<file path="src/rtl/uart_mon_pkg.sv">
// Shared types and divider helpers for the UART TX line monitor.
package uart_mon_pkg;

  // Receiver frame states.
  typedef enum logic [2:0] {
    IDLE  = 3'd0,
    START = 3'd1,
    DATA  = 3'd2,
    STOP  = 3'd3,
    BREAK = 3'd4
  } uart_mon_state_e;

  // Smallest divider that still leaves a usable mid-bit sampling window.
  localparam int MIN_DIV = 8;

  // Clock cycles per bit.
  function automatic int uart_div(input int clk, input int baud);
    return clk / baud;
  endfunction

  // True when the clock divides evenly into bit periods of at least MIN_DIV cycles.
  function automatic bit uart_div_ok(input int clk, input int baud);
    return (baud > 0) && ((clk % baud) == 0) && ((clk / baud) >= MIN_DIV);
  endfunction

endpackage

</file>
<file path="src/rtl/uart_mon_fifo.sv">
// First-word fall-through byte FIFO with sticky overflow flag.
module uart_mon_fifo
  import uart_mon_pkg::*;
#(
  parameter int FIFO_DEPTH = 16,
  localparam int AW = $clog2(FIFO_DEPTH)
) (
  input  logic        clk,
  input  logic        rst,
  input  logic        push,
  input  logic [7:0]  push_data,
  input  logic        ready,
  output logic [7:0]  data,
  output logic        valid,
  output logic [AW:0] level,
  output logic        overflow
);

  if ((FIFO_DEPTH < 2) || ((FIFO_DEPTH & (FIFO_DEPTH - 1)) != 0)) begin : g_bad_depth
    $error("uart_mon_fifo: FIFO_DEPTH must be a power of two >= 2");
  end

  logic [7:0]  mem [FIFO_DEPTH];
  logic [AW:0] wr_ptr;
  logic [AW:0] rd_ptr;
  logic        empty;
  logic        full;
  logic        pop;
  logic        wr_en;

  // The extra pointer MSB separates full (MSBs differ) from empty (MSBs equal).
  assign empty = (wr_ptr == rd_ptr);
  assign full  = (wr_ptr[AW] != rd_ptr[AW]) && (wr_ptr[AW-1:0] == rd_ptr[AW-1:0]);
  assign pop   = !empty && ready;
  // A full FIFO still accepts a byte when the head leaves in the same cycle.
  assign wr_en = push && (!full || pop);

  assign valid = !empty;
  assign level = wr_ptr - rd_ptr;
  // Head is forced to zero while empty so the output is defined out of reset.
  assign data  = empty ? 8'h00 : mem[rd_ptr[AW-1:0]];

  // Pointer and overflow control.
  always_ff @(posedge clk) begin
    if (rst) begin
      wr_ptr   <= '0;
      rd_ptr   <= '0;
      overflow <= 1'b0;
    end else begin
      if (wr_en) wr_ptr <= wr_ptr + (AW + 1)'(1);
      if (pop)   rd_ptr <= rd_ptr + (AW + 1)'(1);
      if (push && !wr_en) overflow <= 1'b1;
    end
  end

  // Byte storage; contents are don't-care until written.
  always_ff @(posedge clk) begin
    if (wr_en) mem[wr_ptr[AW-1:0]] <= push_data;
  end

endmodule

</file>
<file path="src/rtl/uart_tx_monitor.sv">
// 8N1 receiver for the PULPino console line, feeding a valid/ready byte stream.
module uart_tx_monitor
  import uart_mon_pkg::*;
#(
  parameter int CLK_FREQ   = 25_000_000,
  parameter int BAUD_RATE  = 781250,
  parameter int FIFO_DEPTH = 16
) (
  input  logic                        clk,
  input  logic                        rst,
  input  logic                        rx_i,
  output logic [7:0]                  data_o,
  output logic                        valid_o,
  input  logic                        ready_i,
  output logic                        frame_err_o,
  output logic                        overflow_o,
  output logic [$clog2(FIFO_DEPTH):0] level_o
);

  localparam int DIV  = uart_div(CLK_FREQ, BAUD_RATE);
  localparam int HALF = DIV / 2;
  localparam int CW   = $clog2(DIV);
  localparam logic [CW-1:0] DIV_M1  = CW'(DIV - 1);
  localparam logic [CW-1:0] HALF_M1 = CW'(HALF - 1);

  if (!uart_div_ok(CLK_FREQ, BAUD_RATE)) begin : g_bad_div
    $error("uart_tx_monitor: CLK_FREQ/BAUD_RATE must be an integer >= 8");
  end

  logic            rx_p0;
  logic            rx_s;
  logic            rx_prev;
  uart_mon_state_e state;
  logic [CW-1:0]   cnt;
  logic [2:0]      bit_idx;
  logic [7:0]      shreg;
  logic            frame_err;
  logic            push;

  // Two-stage synchronizer plus one delayed copy for falling-edge detection.
  always_ff @(posedge clk) begin
    if (rst) begin
      rx_p0   <= 1'b1;
      rx_s    <= 1'b1;
      rx_prev <= 1'b1;
    end else begin
      rx_p0   <= rx_i;
      rx_s    <= rx_p0;
      rx_prev <= rx_s;
    end
  end

  // Frame FSM: half-bit start qualification, then one sample per bit period.
  always_ff @(posedge clk) begin
    if (rst) begin
      state     <= IDLE;
      cnt       <= '0;
      bit_idx   <= '0;
      frame_err <= 1'b0;
    end else begin
      frame_err <= 1'b0;
      case (state)
        IDLE: begin
          if (rx_prev && !rx_s) begin
            cnt   <= '0;
            state <= START;
          end
        end
        START: begin
          if (cnt == HALF_M1) begin
            cnt <= '0;
            if (!rx_s) begin
              bit_idx <= '0;
              state   <= DATA;
            end else begin
              state <= IDLE;
            end
          end else begin
            cnt <= cnt + CW'(1);
          end
        end
        DATA: begin
          if (cnt == DIV_M1) begin
            cnt <= '0;
            if (bit_idx == 3'd7) state <= STOP;
            else                 bit_idx <= bit_idx + 3'd1;
          end else begin
            cnt <= cnt + CW'(1);
          end
        end
        STOP: begin
          // Leave at mid stop bit so a following start edge is never missed.
          if (cnt == DIV_M1) begin
            cnt <= '0;
            if (rx_s) begin
              state <= IDLE;
            end else begin
              frame_err <= 1'b1;
              state     <= BREAK;
            end
          end else begin
            cnt <= cnt + CW'(1);
          end
        end
        BREAK: begin
          if (rx_s) state <= IDLE;
        end
        default: state <= IDLE;
      endcase
    end
  end

  // LSB-first shift register loaded at each mid-bit data sample.
  always_ff @(posedge clk) begin
    if ((state == DATA) && (cnt == DIV_M1)) shreg <= {rx_s, shreg[7:1]};
  end

  // Push in the stop-sample cycle itself so the byte is visible on the next cycle.
  assign push        = (state == STOP) && (cnt == DIV_M1) && rx_s;
  assign frame_err_o = frame_err;

  uart_mon_fifo #(
    .FIFO_DEPTH(FIFO_DEPTH)
  ) u_fifo (
    .clk      (clk),
    .rst      (rst),
    .push     (push),
    .push_data(shreg),
    .ready    (ready_i),
    .data     (data_o),
    .valid    (valid_o),
    .level    (level_o),
    .overflow (overflow_o)
  );

endmodule

</file>
<file path="config.mk">
export PLATFORM = sky130hd
export DESIGN_NAME = uart_tx_monitor
export DESIGN_NICKNAME = d
export VERILOG_FILES = /design/src/rtl/uart_mon_pkg.sv /design/src/rtl/uart_mon_fifo.sv /design/src/rtl/uart_tx_monitor.sv
export SDC_FILE = /design/constraint.sdc
export NUM_CORES = 1
export LEC_CHECK = 0
export ABC_AREA = 0
export BUFFER_PORTS_ARGS = -buffer_cell sky130_fd_sc_hd__buf_2
export CORE_MARGIN = 2
export CORE_UTILIZATION = 55
export DETAILED_ROUTE_END_ITERATION = 10
export PLACE_DENSITY = 0.75
export SLEW_MARGIN = 20
export SYNTH_ARGS = -nofsm -noshare
export SYNTH_HDL_FRONTEND = slang
export SYNTH_SLANG_ARGS = --single-unit
</file>
<file path="constraint.sdc">
create_clock -name clk -period 3.6 [get_ports clk]
set_input_delay 0.36 -clock clk [delete_from_list [all_inputs] [get_ports clk]]
set_output_delay 0.36 -clock clk [all_outputs]
set_load 0.1 [all_outputs]
</file>
Word-level counts from Yosys, hierarchy flattened
Memory sizes are Yosys's and may differ from the RTL's. A register that Yosys moved wholly into a read port is not among the register bits.
Cells that the tools add are included.

cells by class
  add/sub/neg operators = 5
  multipliers = 0
  div/mod/pow operators = 0
  magnitude comparators = 0
  equality and inequality tests = 18
  shifts and indexed selects = 0
  multiplexer cells = 24
  bitwise gates (word level) = 2
  reduce and logical (&&, ||, !) cells = 21

operator list
  operator                                                          count
  3-bit two-way mux                                                 11
  2-bit != test (second input constant)                             8
  5-bit by 1-bit adder with 5-bit output (second input constant)    3
  5-bit two-way mux                                                 3
  3-bit one-hot mux with 5 select lines                             1
  5-bit one-hot mux with 3 select lines                             1
  1-bit logical AND                                                 8
  4-bit two-way mux                                                 2
  8-bit two-way mux                                                 1
  3-bit by 2-bit == test with 1-bit output (second input constant)  2
  3-bit == test (second input constant)                             2
  3-bit one-hot mux with 2 select lines                             1
  6-bit AND reduction                                               1
  5-bit by 4-bit == test with 1-bit output (second input constant)  1
  5-bit == test                                                     1
  5-bit == test (second input constant)                             1
  5-bit AND reduction                                               1
  5-bit subtractor                                                  1
  4-bit == test                                                     1
  1-bit logical NOT                                                 4
  3-bit by 1-bit adder with 3-bit output (second input constant)    1
  3-bit by 1-bit == test with 1-bit output (second input constant)  1
  3-bit logical NOT                                                 1
  1-bit two-way mux                                                 3
  9 further kinds                                                   10

storage, ports and cells
  register bits after elaboration = 34
  bits in latches = 0
  memory bits (writable) = 128
  ROM bits = 0
  output and inout bits = 16
  logic and storage cells = 82
  memories kept = 1

memory list
  name        words  bits a word  rd ports  clocked after Yosys merged registers in  write ports  line                 text
  u_fifo.mem  16     8            1         1                                        1            uart_mon_fifo.sv:23  logic [7:0] mem [FIFO_DEPTH];

Depth between registers and ports, before layout
  depth after elaboration = 7
  depth in mapped cells = 8
  mapped depth without buffers = 8

Hierarchy
A second synthesis with hierarchy kept.

second synthesis, totals
  cells, all modules = 404
  area total of the unflattened synthesis = 6882.9 um^2

modules (own cells, without submodules)
  module           times used  cells an instance  area an instance (um^2)  sequential area each (um^2)
  uart_mon_fifo    1           309                5851.9                   4144.0
  uart_tx_monitor  1           95                 1031.0                   540.5

Least setup slack after synthesis
Ideal clock, no wire load.

  path type = register to output
  start point = reg u_fifo.rd_ptr[2]
  end point = out data_o[0]
  data arrival time = 3.096 ns
  setup slack = 0.144 ns
  cell stages (with the launch flop) = 7
  cell sequence = dfxtp_1 -> inv_1 -> ha_1 -> and4_1 -> nand2_2 -> o21ai_0 -> a21oi_1

on the way
  longest elaborated chain between the ends = 2

RTL lines
  element                   line                   text
  start: declaration        uart_mon_fifo.sv:25    logic [AW:0] rd_ptr;
  start signal: assignment  uart_mon_fifo.sv:51    if (pop) rd_ptr <= rd_ptr + (AW + 1)'(1);
  5-bit == test             uart_mon_fifo.sv:32    assign empty = (wr_ptr == rd_ptr);
  8-bit two-way mux         uart_mon_fifo.sv:41    assign data = empty ? 8'h00 : mem[rd_ptr[AW-1:0]];
  end: declaration          uart_tx_monitor.sv:12  output logic [7:0] data_o,

No other way between the ends.

==> summary.txt <==
CTS
  • # resized after CTS: 0
  • Hold-fix buffers, CTS: 0
  • Num CTS Buffers: 17
  • CTS tree: done
  • Clk sinks: 166
  • Clock Tree Root: clkbuf_16
  • Maximum buffer depth of the clock tree: 2
  • Clk_lat worst skew: 0.42 ns
  • # Post-CTS Setup Buffers: 0
  • H-Tree Depth: 4
  • Clk slew on worst S/H paths: 0.06 ns

Setup path
  • Max stage delay on crit path: 0.65 ns
  • FF-to-FF End: u_fifo.mem[6][6]
  • FF-to-FF Start: cnt[0]
  • CP Data Required Time: 3.24 ns
  • CP Max Fanout: 32
  • Cells along the critical path: buf_4 > mux4_1 > mux2_2 > o21ai_1 > a21oi_1 > buf_2
  • Worst R2R Path Depth: 7
  • CP max-delay cell: mux4_1
  • Critical Path End: data_o[4]
  • CP Launch Type: register
  • Reg-to-reg slack, setup: 0.74 ns
  • Worst EP arrival: 2.68 ns
  • CP endpoint kind: output pin
  • Critical path type: reg -> out

Floorplan
  • Die Area: 13,300 sq um
  • CORE AREA: 12,100 sq um
  • Core Rows: 40
  • Io pins: 20
  • Die W: 116 um
  • Die Ht: 116 um
  • Starting Density: 56.7%

Power and ir drop
  • Switch share: 18.2%
  • P_sw: 0.699 mW
  • Cell internal pwr: 3.14 mW
  • Clock share of power: 46.0%
  • Combinational group share of total power: 0.5%
  • Peak supply drop: 293 uV
  • P_leak: 2.52 nW
  • Seq pwr share: 53.4%
  • Pwr/cell area: 501 nW/um^2
  • Total power: 3.84 mW

Logic synthesis
  • Top cell type by total area after synthesis: edfxtp_1
  • Warnings from Yosys: 0
  • Library cells used by synthesis: 50
  • Register bit total from synthesis: 166
  • Commonest cells in the netlist: edfxtp_1 (136), dfxtp_1 (30), nor2_1 (25), a21oi_1 (24), mux4_2 (19)
  • Mapped Cells: 404
  • Post-synthesis sequential area ratio: 68.5%
  • Synth area leaders: edfxtp_1 (60%), dfxtp_1 (8.8%), mux4_2 (6.3%), mux4_1 (5.0%), ha_1 (2.7%)
  • Post-Syn Area: 6840 sq um
  • Count leader, synth: edfxtp_1
  • Syn_nets: 424
  • Avg Inst Size Synth: 16.9 sq um
  • Post-synth EDFFs: 136
  • Main synth FF type: edfxtp_1
  • Async SR Flop Fraction: 0%
  • Post-synth top area share: 59.7%

Timing
  • RSZ-0062 raised after global routing: false
  • Fmax: 0.329 GHz
  • Final Hold Viols: 0
  • Slew Viols, Final: 0
  • Worst-margin pin slew: 0.794 ns
  • Tmin final: 3.04 ns
  • Setup-failing EPs final: 0
  • Final TNS setup: 0 ns
  • Final worst slack: 0.557 ns
  • Worst relative slew slack: 47.0%
  • Skew final: 0.0140 ns
  • WHS: 0.122 ns
  • Tcrit/Tclk final: 84.5%

Global route
  • Total gr overflow: 0
  • Initial antenna violation count: 0
  • Global-route wire length before repair: 20.6 mm
  • Vias in the first global route: 3,701
  • Gr usage total: 21.7%
  • Largest net degree at the start of global routing: 33

Final layout
  • Filler cells: 826
  • Layout cell share with drive strength beyond 1: 21.3%
  • Final layout net count: 449
  • # diodes: 0
  • Area Overhead vs Synth: 12.0%

Place
  • RD Place Congestion: 0.838
  • Dpl hpwl: 8.19 mm
  • Pre-CTS setup slack: 0.754 ns
  • IO buf count: 19

Job
  • Max-Cap Viols: 0

Routing
  • Vias/cell: 5.82
  • # DRC: 0
  • TritonRoute pass-1 iters: 5
  • Post-DRT Antenna Nets: 0
  • Final WL: 13.1 mm
  • Vias: 3,553
  • Initial drt markers: 311
  • Wire length per cell: 21.4 um

Min path
  • Worst min path class: in -> reg

Run status
  • Status: complete, no violations
-- power by group through the flow --
stage / clock (mW) / combinational, mW / sequential, mW
after CTS: 1.80 / 0.0210 / 2.05
after global routing: 1.88 / 0.0232 / 2.05
after floorplan: 0 / 0.0179 / 2.09
final: 1.77 / 0.0209 / 2.05
after detailed placement: 0 / 0.0208 / 2.09
after global placement: 0 / 0.0198 / 2.09
-- flip-flops by register name, indices dropped and copies added (netlist names), 3 cells and up, named ones only --
| name | count |
|---|---|
| u_fifo.mem | 128 |
| shreg | 8 |
| cnt | 5 |
| u_fifo.rd_ptr | 5 |
| u_fifo.wr_ptr | 5 |
| bit_idx | 3 |
| state | 3 |
-- kinds of logic after synthesis --
group	after synthesis	share of synthesized area [%]
xor gates and xnor gates	9	1.26
muxes	51	14.2
and+or+nand+nor	80	6.07
AOI/OAI and AO/OA	49	4.43
adders and majority gates	16	3.04
buffers and inverters	33	2.54
DFF	166	68.5
-- how the worst min path moves through the flow --
stage	from	endpoint	slack [ns]	cells past startpoint
finish	rx_i	rx_p0	0.12	2
global route	rx_i	rx_p0	0.12	2
CTS	rx_i	rx_p0	0.11	2
detailed placement	rx_p0	rx_s	0.41	1
global placement	rx_p0	rx_s	0.40	1
floorplan	rx_p0	rx_s	0.39	1
-- cells in the final DEF (no fill, tap or decap), drive strengths merged, types with 3 or more instances in the layout --
cell type / n
nand2b: 5
o21ai: 11
mux2: 10
a21oi: 25
a21o: 3
edfxtp: 136
mux4: 32
nor2: 25
nand4: 3
nand3: 4
ha: 15
buf: 26
xnor2: 7
inv: 15
nor3: 7
clkinv: 3
mux2i: 9
or2: 3
nand2: 16
dfxtp: 30
a31oi: 4
clkbuf: 25
nand3b: 3
-- per-layer routing --
layer	part of all wire, %	track usage [%]	vias to the layer above
li1	-	-	1641
met1	43	29.7	1771
met2	49	34.3	120
met3	6.3	5.02	21
met4	1.9	8.19	0
met5	0	0	-
-- area by class of cell --
| cell class | instances | area [sq um] | area share (%) |
|---|---|---|---|
| Sequential cell | 166 | 4680 | 61.1 |
| Multi-Input combinational cell | 205 | 1980 | 25.9 |
| Clock buffer | 25 | 528 | 6.89 |
| Tap cell | 168 | 210 | 2.74 |
| Timing Repair Buffer | 26 | 148 | 1.93 |
| Clock inverter | 7 | 63.8 | 0.832 |
| Inverter | 13 | 48.8 | 0.636 |
-- worst max-delay path: cells and delay by family (launching register included) --
family / cells / cell delay (ns)
compound gates: 2 / 0.23
buf+inv: 2 / 0.77
mux: 2 / 0.95
flops: 1 / 0.31
-- stage by stage --
| stage | cells | utilization (%) | cell area, sq um |
|---|---|---|---|
| after floorplan | 404 | - | 6840 |
| after global placement | 578 | 58.7 | 7080 |
| after detailed placement | 578 | 58.7 | 7080 |
| after CTS | 610 | 63.6 | 7670 |
| after global routing | 610 | 63.6 | 7670 |
| final | 610 | 63.6 | 7670 |
Note: power is estimated with default switching activity, not from simulation.
